[config.mk]
export PLATFORM = sky130hd
export DESIGN_NAME = interp_sequencer_flat
export DESIGN_NICKNAME = d
export VERILOG_FILES = /design/src/rtl/interp_sequencer_if.sv /design/src/rtl/interp_sequencer.sv /design/src/flat_wrapper.sv
export SDC_FILE = /design/constraint.sdc
export NUM_CORES = 1
export LEC_CHECK = 0
export BUFFER_PORTS_ARGS = -buffer_cell sky130_fd_sc_hd__buf_2
export CAP_MARGIN = 25
export CORE_MARGIN = 3
export CORE_UTILIZATION = 53
export CTS_BUF_LIST = sky130_fd_sc_hd__clkbuf_16
export DETAILED_ROUTE_END_ITERATION = 6
export MAX_ROUTING_LAYER = met4
export PLACE_DENSITY = 0.79
export SLEW_MARGIN = 30
export SYNTH_ARGS = -nofsm -noshare
export SYNTH_HDL_FRONTEND = slang
export SYNTH_SLANG_ARGS = --single-unit
[constraint.sdc]
create_clock -name clk -period 3.02 [get_ports clk]
set_input_delay 0.453 -clock clk [delete_from_list [all_inputs] [get_ports clk]]
set_output_delay 0.453 -clock clk [all_outputs]
set_load 0.03 [all_outputs]
[src/rtl/interp_sequencer_if.sv]
// Purpose: sample-in / FIR-feed bundle for interp_sequencer.
// Signals:
//   amostra_pronta  one-cycle strobe, entrada valid in the same cycle
//   entrada         signed input sample (W_IN bits)
//   fir_enable      one-cycle FIR update enable
//   fir_entrada     FIR input: sample on phase 0, zero otherwise
//   phase           index of the current/last emission (0..L-1)
//   busy            frame in progress, first through last emission
//   overrun         one-cycle pulse when a sample is dropped
//   drop_cnt        saturating count of dropped samples
// Modports: master = sample source / FIR side, slave = sequencer.
interface interp_sequencer_if #(
    parameter int unsigned L    = 4,
    parameter int unsigned W_IN = 32
);
    localparam int unsigned PHASE_W = (L > 1) ? $clog2(L) : 1;

    logic               amostra_pronta;
    logic [W_IN-1:0]    entrada;
    logic               fir_enable;
    logic [W_IN-1:0]    fir_entrada;
    logic [PHASE_W-1:0] phase;
    logic               busy;
    logic               overrun;
    logic [7:0]         drop_cnt;

    modport master (
        output amostra_pronta, entrada,
        input  fir_enable, fir_entrada, phase, busy, overrun, drop_cnt
    );

    modport slave (
        input  amostra_pronta, entrada,
        output fir_enable, fir_entrada, phase, busy, overrun, drop_cnt
    );
endinterface

[src/rtl/interp_sequencer.sv]
// Purpose: zero-stuffing upsampler sequencer. Each input sample produces L
// FIR enables spaced SPACING clocks apart: the first carries the sample, the
// rest carry zero. A one-deep pending buffer holds a sample that arrives
// mid-frame; further arrivals while it is full are dropped and counted.
// Ports:
//   clk    rising-edge clock
//   reset  asynchronous, active-high; clears all state and outputs
//   bus    interp_sequencer_if.slave (sample in, FIR feed and status out)
module interp_sequencer #(
    parameter int unsigned L       = 4,
    parameter int unsigned SPACING = 8,
    parameter int unsigned W_IN    = 32
) (
    input  logic              clk,
    input  logic              reset,
    interp_sequencer_if.slave bus
);
    localparam int unsigned PHASE_W = (L > 1) ? $clog2(L) : 1;
    localparam int unsigned CNT_W   = (SPACING > 1) ? $clog2(SPACING) : 1;

    typedef enum logic [1:0] {
        IDLE = 2'd0,
        EMIT = 2'd1,
        GAP  = 2'd2
    } state_t;

    state_t             state;
    logic [CNT_W-1:0]   gap_cnt;
    logic [PHASE_W-1:0] phase_q;
    logic               pend_valid;
    logic [W_IN-1:0]    pend_data;
    logic               fir_enable_q;
    logic [W_IN-1:0]    fir_entrada_q;
    logic               busy_q;
    logic               overrun_q;
    logic [7:0]         drop_cnt_q;

    logic launch_pend_c;
    logic launch_new_c;
    logic store_c;
    logic drop_c;

    // Arrival steering: launch directly, park in pending, or drop.
    always_comb begin
        launch_pend_c = 1'b0;
        launch_new_c  = 1'b0;
        store_c       = 1'b0;
        drop_c        = 1'b0;
        if (state == IDLE) begin
            launch_pend_c = pend_valid;
            launch_new_c  = !pend_valid && bus.amostra_pronta;
        end
        if (bus.amostra_pronta && !launch_new_c) begin
            // Pending is free if empty or being emptied by this launch.
            if (!pend_valid || launch_pend_c) begin
                store_c = 1'b1;
            end else begin
                drop_c = 1'b1;
            end
        end
    end

    // Frame FSM with registered outputs; the phase-0 output register also
    // serves as the frame sample, since only phase 0 carries it.
    always_ff @(posedge clk or posedge reset) begin
        if (reset) begin
            state         <= IDLE;
            gap_cnt       <= '0;
            phase_q       <= '0;
            pend_valid    <= 1'b0;
            pend_data     <= '0;
            fir_enable_q  <= 1'b0;
            fir_entrada_q <= '0;
            busy_q        <= 1'b0;
            overrun_q     <= 1'b0;
            drop_cnt_q    <= '0;
        end else begin
            fir_enable_q  <= 1'b0;
            fir_entrada_q <= '0;
            overrun_q     <= drop_c;

            if (drop_c && drop_cnt_q != 8'hFF) begin
                drop_cnt_q <= drop_cnt_q + 8'd1;
            end

            if (store_c) begin
                pend_valid <= 1'b1;
                pend_data  <= bus.entrada;
            end else if (launch_pend_c) begin
                pend_valid <= 1'b0;
            end

            case (state)
                IDLE: begin
                    if (launch_pend_c || launch_new_c) begin
                        state         <= EMIT;
                        phase_q       <= '0;
                        fir_enable_q  <= 1'b1;
                        fir_entrada_q <= launch_pend_c ? pend_data : bus.entrada;
                        busy_q        <= 1'b1;
                    end
                end
                EMIT: begin
                    if (phase_q == PHASE_W'(L - 1)) begin
                        state  <= IDLE;
                        busy_q <= 1'b0;
                    end else if (SPACING == 1) begin
                        state        <= EMIT;
                        phase_q      <= phase_q + PHASE_W'(1);
                        fir_enable_q <= 1'b1;
                    end else begin
                        state   <= GAP;
                        gap_cnt <= CNT_W'(SPACING - 1);
                    end
                end
                GAP: begin
                    if (gap_cnt == CNT_W'(1)) begin
                        state        <= EMIT;
                        phase_q      <= phase_q + PHASE_W'(1);
                        fir_enable_q <= 1'b1;
                    end
                    gap_cnt <= gap_cnt - CNT_W'(1);
                end
                default: begin
                    state  <= IDLE;
                    busy_q <= 1'b0;
                end
            endcase
        end
    end

    assign bus.fir_enable  = fir_enable_q;
    assign bus.fir_entrada = fir_entrada_q;
    assign bus.phase       = phase_q;
    assign bus.busy        = busy_q;
    assign bus.overrun     = overrun_q;
    assign bus.drop_cnt    = drop_cnt_q;
endmodule

[src/flat_wrapper.sv]
// flat-port wrapper written by rule: the top's interface ports become plain ports
module interp_sequencer_flat 
#(
    parameter int unsigned L       = 4,
    parameter int unsigned SPACING = 8,
    parameter int unsigned W_IN    = 32
)
  (clk, reset, bus_amostra_pronta, bus_entrada, bus_fir_enable, bus_fir_entrada, bus_phase, bus_busy, bus_overrun, bus_drop_cnt);
  interp_sequencer_if #(.L(L), .W_IN(W_IN)) bus_i ();
  input  logic clk;
  input  logic reset;
  input wire logic [$bits(bus_i.amostra_pronta)-1:0] bus_amostra_pronta;
  input wire logic [$bits(bus_i.entrada)-1:0] bus_entrada;
  output wire logic [$bits(bus_i.fir_enable)-1:0] bus_fir_enable;
  output wire logic [$bits(bus_i.fir_entrada)-1:0] bus_fir_entrada;
  output wire logic [$bits(bus_i.phase)-1:0] bus_phase;
  output wire logic [$bits(bus_i.busy)-1:0] bus_busy;
  output wire logic [$bits(bus_i.overrun)-1:0] bus_overrun;
  output wire logic [$bits(bus_i.drop_cnt)-1:0] bus_drop_cnt;
  assign bus_i.amostra_pronta = bus_amostra_pronta;
  assign bus_i.entrada = bus_entrada;
  assign bus_fir_enable = bus_i.fir_enable;
  assign bus_fir_entrada = bus_i.fir_entrada;
  assign bus_phase = bus_i.phase;
  assign bus_busy = bus_i.busy;
  assign bus_overrun = bus_i.overrun;
  assign bus_drop_cnt = bus_i.drop_cnt;
  interp_sequencer #(.L(L), .SPACING(SPACING), .W_IN(W_IN)) u_core (.clk(clk), .reset(reset), .bus(bus_i));
endmodule
==> metrics.md <==
| Metric | Value |
|---|---|
| Global route total overflow | `0` |
| Fillers | `roughly 460` |
| First-pass GRT wire length | `11.4 mm` |
| Mapped Nets | `340` |
| Internal | `between 2000 and 3000 uW` |
| Reg clk slew, reported paths | `roughly 0.06 ns` |
| Cts hold-fix bufs | `0` |
| Vias in the first global route | `2,463` |
| Multi-input gate area | `roughly 0.0012 mm2` |
| Startpoint types | `flip-flop` |
| Largest net degree at the start of global routing | `47` |
| R2r startpoint | `u_core.state[0]` |
| DP Worst Slack | `1.11 ns` |
| Max clock buf depth | `2` |
| Pwr Total | `slightly below 5000 uW` |
| Seq cells post-synth | `between 80 and 90` |
| Fin. Hold Viols | `0` |
| Post-synth EDFFs | `0` |
| Final setup vio count | `0` |
| Most common cell in the netlist | `dfrtp_1` |
| Relative slew slack | `a little under three fifths` |
| Yosys warnings | `0` |
| Max IR drop VDD | `0.000694 V` |
| Htree depth | `3` |
| Routability cong. | `0.868` |
| Sequential fraction of the synthesis area | `between 60% and 70%` |
| Die Y-Extent | `86 um` |
| Setup CP Type | `flip-flop to flip-flop` |
| Area Overhead vs Synth | `22.2%` |
| Die area | `about 0.0074 mm2` |
| CP Launch Point | `u_core.state[0]` |
| Final core occ | `68.4%` |
| CTS root buffer | `clkbuf_16` |
| Layout cells sized above 1 | `34.1%` |
| Die width | `around 86 um` |
| Leak | `0.00207 uW` |
| Ys async rst share | `100%` |
| Initial antenna violation count | `0` |
| Worst hold slack | `roughly 0.19 ns` |
| Via count | `2,462` |
| Worst min-delay path category | `input pin to async pin` |
| Post-Route WL | `6.82 mm` |
| RSZ-0062 raised after global routing | `no` |
| Logic pwr share | `38.4%` |
| Final #Nets | `between 400 and 500` |
| Clock Latency Late Sink | `~0.33 ns` |
| Critical path data arrival time | `2.12 ns` |
| I/O Buffers | `between 70 and 80` |
| Commonest cells in the netlist | `83 x dfrtp_1, 79 x nand2_1, 37 x a21oi_1, 28 x mux2_2` |
| Drt via density | `~5.4` |
| Clk pwr share | `~23%` |
| Sw Share | `38.7%` |
| Largest fanout on the critical path | `32` |
| Max cap viols | `0` |
| CTS resizes | `0` |
| Min cycle time layout | `1.90 ns` |
| Overall Global Routing Usage | `about a fifth` |
| Switch Pwr | `1880 uW` |
| Synth Flop Type | `dfrtp_1` |
| Mapped Avg Cell Area | `11.3 um2` |
| Synth Cell Area | `0.00339 mm2` |
| # Post-CTS Setup Buffers | `0` |
| Tcrit/Tclk final | `about 63%` |
| Final Skew | `0.00698 ns` |
| Std-Cell Rows | `28` |
| Share of the synthesized area in the top cell type | `between 60% and 70%` |
| Synth area leader | `dfrtp_1` |
| Synth top area cells | `dfrtp_1 61%, mux2_2 9.3%, nand2_1 8.7%, a21oi_1 5.5%, mux2_1 2.0%` |
| Pins over their slew limit | `0` |
| Fin Setup TNS | `0 ns` |
| Iter 0 DRT Violations | `145` |
| DRC Markers | `0` |
| Power per cell area | `between 1000 and 1500 mW/mm2` |
| Synth cell types | `32` |
| Setup slack after layout | `1.12 ns` |
| Core Footprint | `0.00606 mm2` |
| Sequential cell area | `about 0.0021 mm2` |
| Least-Margin Pin Slew | `0.661 ns` |
| DR pass1 iterations | `4` |
| HPWL Detailed | `roughly 4.4 mm` |
| Final ANT Viol Nets | `0` |
| Drt wl/cell | `14.9 um` |
| Number of diodes | `0` |
| Worst setup EP type | `flip-flop` |
| Initial Util | `a little under three fifths` |
| Cell count after synthesis | `301` |
| Fmax | `between 0.5 and 0.6 GHz` |
| TritonCTS clock tree | `yes` |
| Status | `completed` |
| Req. time, crit path | `approximately 3.2 ns` |
| Seq pwr share | `38.6%` |
| CTS buffer count | `9` |
| Clk sinks | `83` |
| Boundary pin count | `80` |
==> through the flow <==
step                std cells  area (um2)
floorplan                 301        3390
global placement          444        3840
detailed placement        444        3840
CTS                       459        4150
global route              459        4150
finish                    459        4150
==> layout make-up <==
class                   instances  share of cell area [%]
repair buffers                 84                    10.7
multi-input cells             195                    28.8
well taps                      75                    2.26
clock inverters                 6                    1.96
flip-flops and latches         83                    50.1
inverters                       7                   0.664
clock buffers                   9                    5.43
==> final timing paths <==
path | end | slack (ns) | cells after the start
hold / removal | u_core.pend_data[7] | 0.19 | 2
setup / recovery | u_core.pend_data[24] | 1.12 | 5
setup reg to reg | u_core.pend_data[24] | 1.12 | 5
min in group clk | u_core.pend_data[8] | 0.35 | 2
max in group asynchronous | u_core.pend_data[15] | 2.18 | 3
hold reg to reg | u_core.pend_data[19] | 0.49 | 1
==> power by group through the flow <==
| stage | combinational [uW] | clock (uW) | sequential (uW) |
|---|---|---|---|
| floorplan | 1030 | 0 | 2250 |
| global placement | 1820 | 0 | 1860 |
| detailed placement | 1880 | 0 | 1880 |
| CTS | 1890 | 1150 | 1870 |
| global route | 2050 | 1200 | 1930 |
| finish | 1870 | 1120 | 1870 |
==> logic make-up after synthesis <==
kind of cell / count (synthesis) / synth area share, %
mux: 35 / 11.6
fa+ha+maj: 4 / 1.48
simple gates: 100 / 12.2
buf+inv: 23 / 3.61
compound gates: 53 / 9.07
flops: 83 / 61.2
xor+xnor: 3 / 0.775
==> routing by layer <==
layer | wire (um) | global-route usage, %
met1 | 2970 | 25.1
met4 | 133 | 11.2
met3 | 498 | 4.71
met2 | 3210 | 31.4
met5 | 0 | -
==> critical path: stages, from the launching register on <==
cell     delay (ns)
dfrtp_1        0.56
nor2_4         0.10
and2_1         0.21
o21ai_4        0.11
buf_4          0.39
mux2_2         0.40
==> layout by cell type, fill, tap and decap left out, drive strengths merged <==
cell type  count
a21oi         37
nor3b          1
nand4          2
clkinv         5
buf           84
nor2           7
bufinv         2
a211oi         2
xnor2          3
mux2i          1
clkbuf         9
and2           1
nor3           3
mux2          34
and4           1
a2111oi        1
nand3          2
nand2b         4
dfrtp         83
o221ai         1
o21ai          9
ha             4
o21ba          1
inv            6
nand2         79
o211ai         1
o211a          1
==> state kept, by name (all words and copies together), names as in the netlist <==
name,count
u_core.pend_data,32
u_core.bus.fir_enable,1
u_core.state,2
u_core.bus.fir_entrada,32
u_core.pend_valid,1
u_core.bus.phase,2
u_core.bus.busy,1
u_core.bus.overrun,1
u_core.bus.drop_cnt,8
u_core.gap_cnt,3
Power figures use the tool's default switching activity.
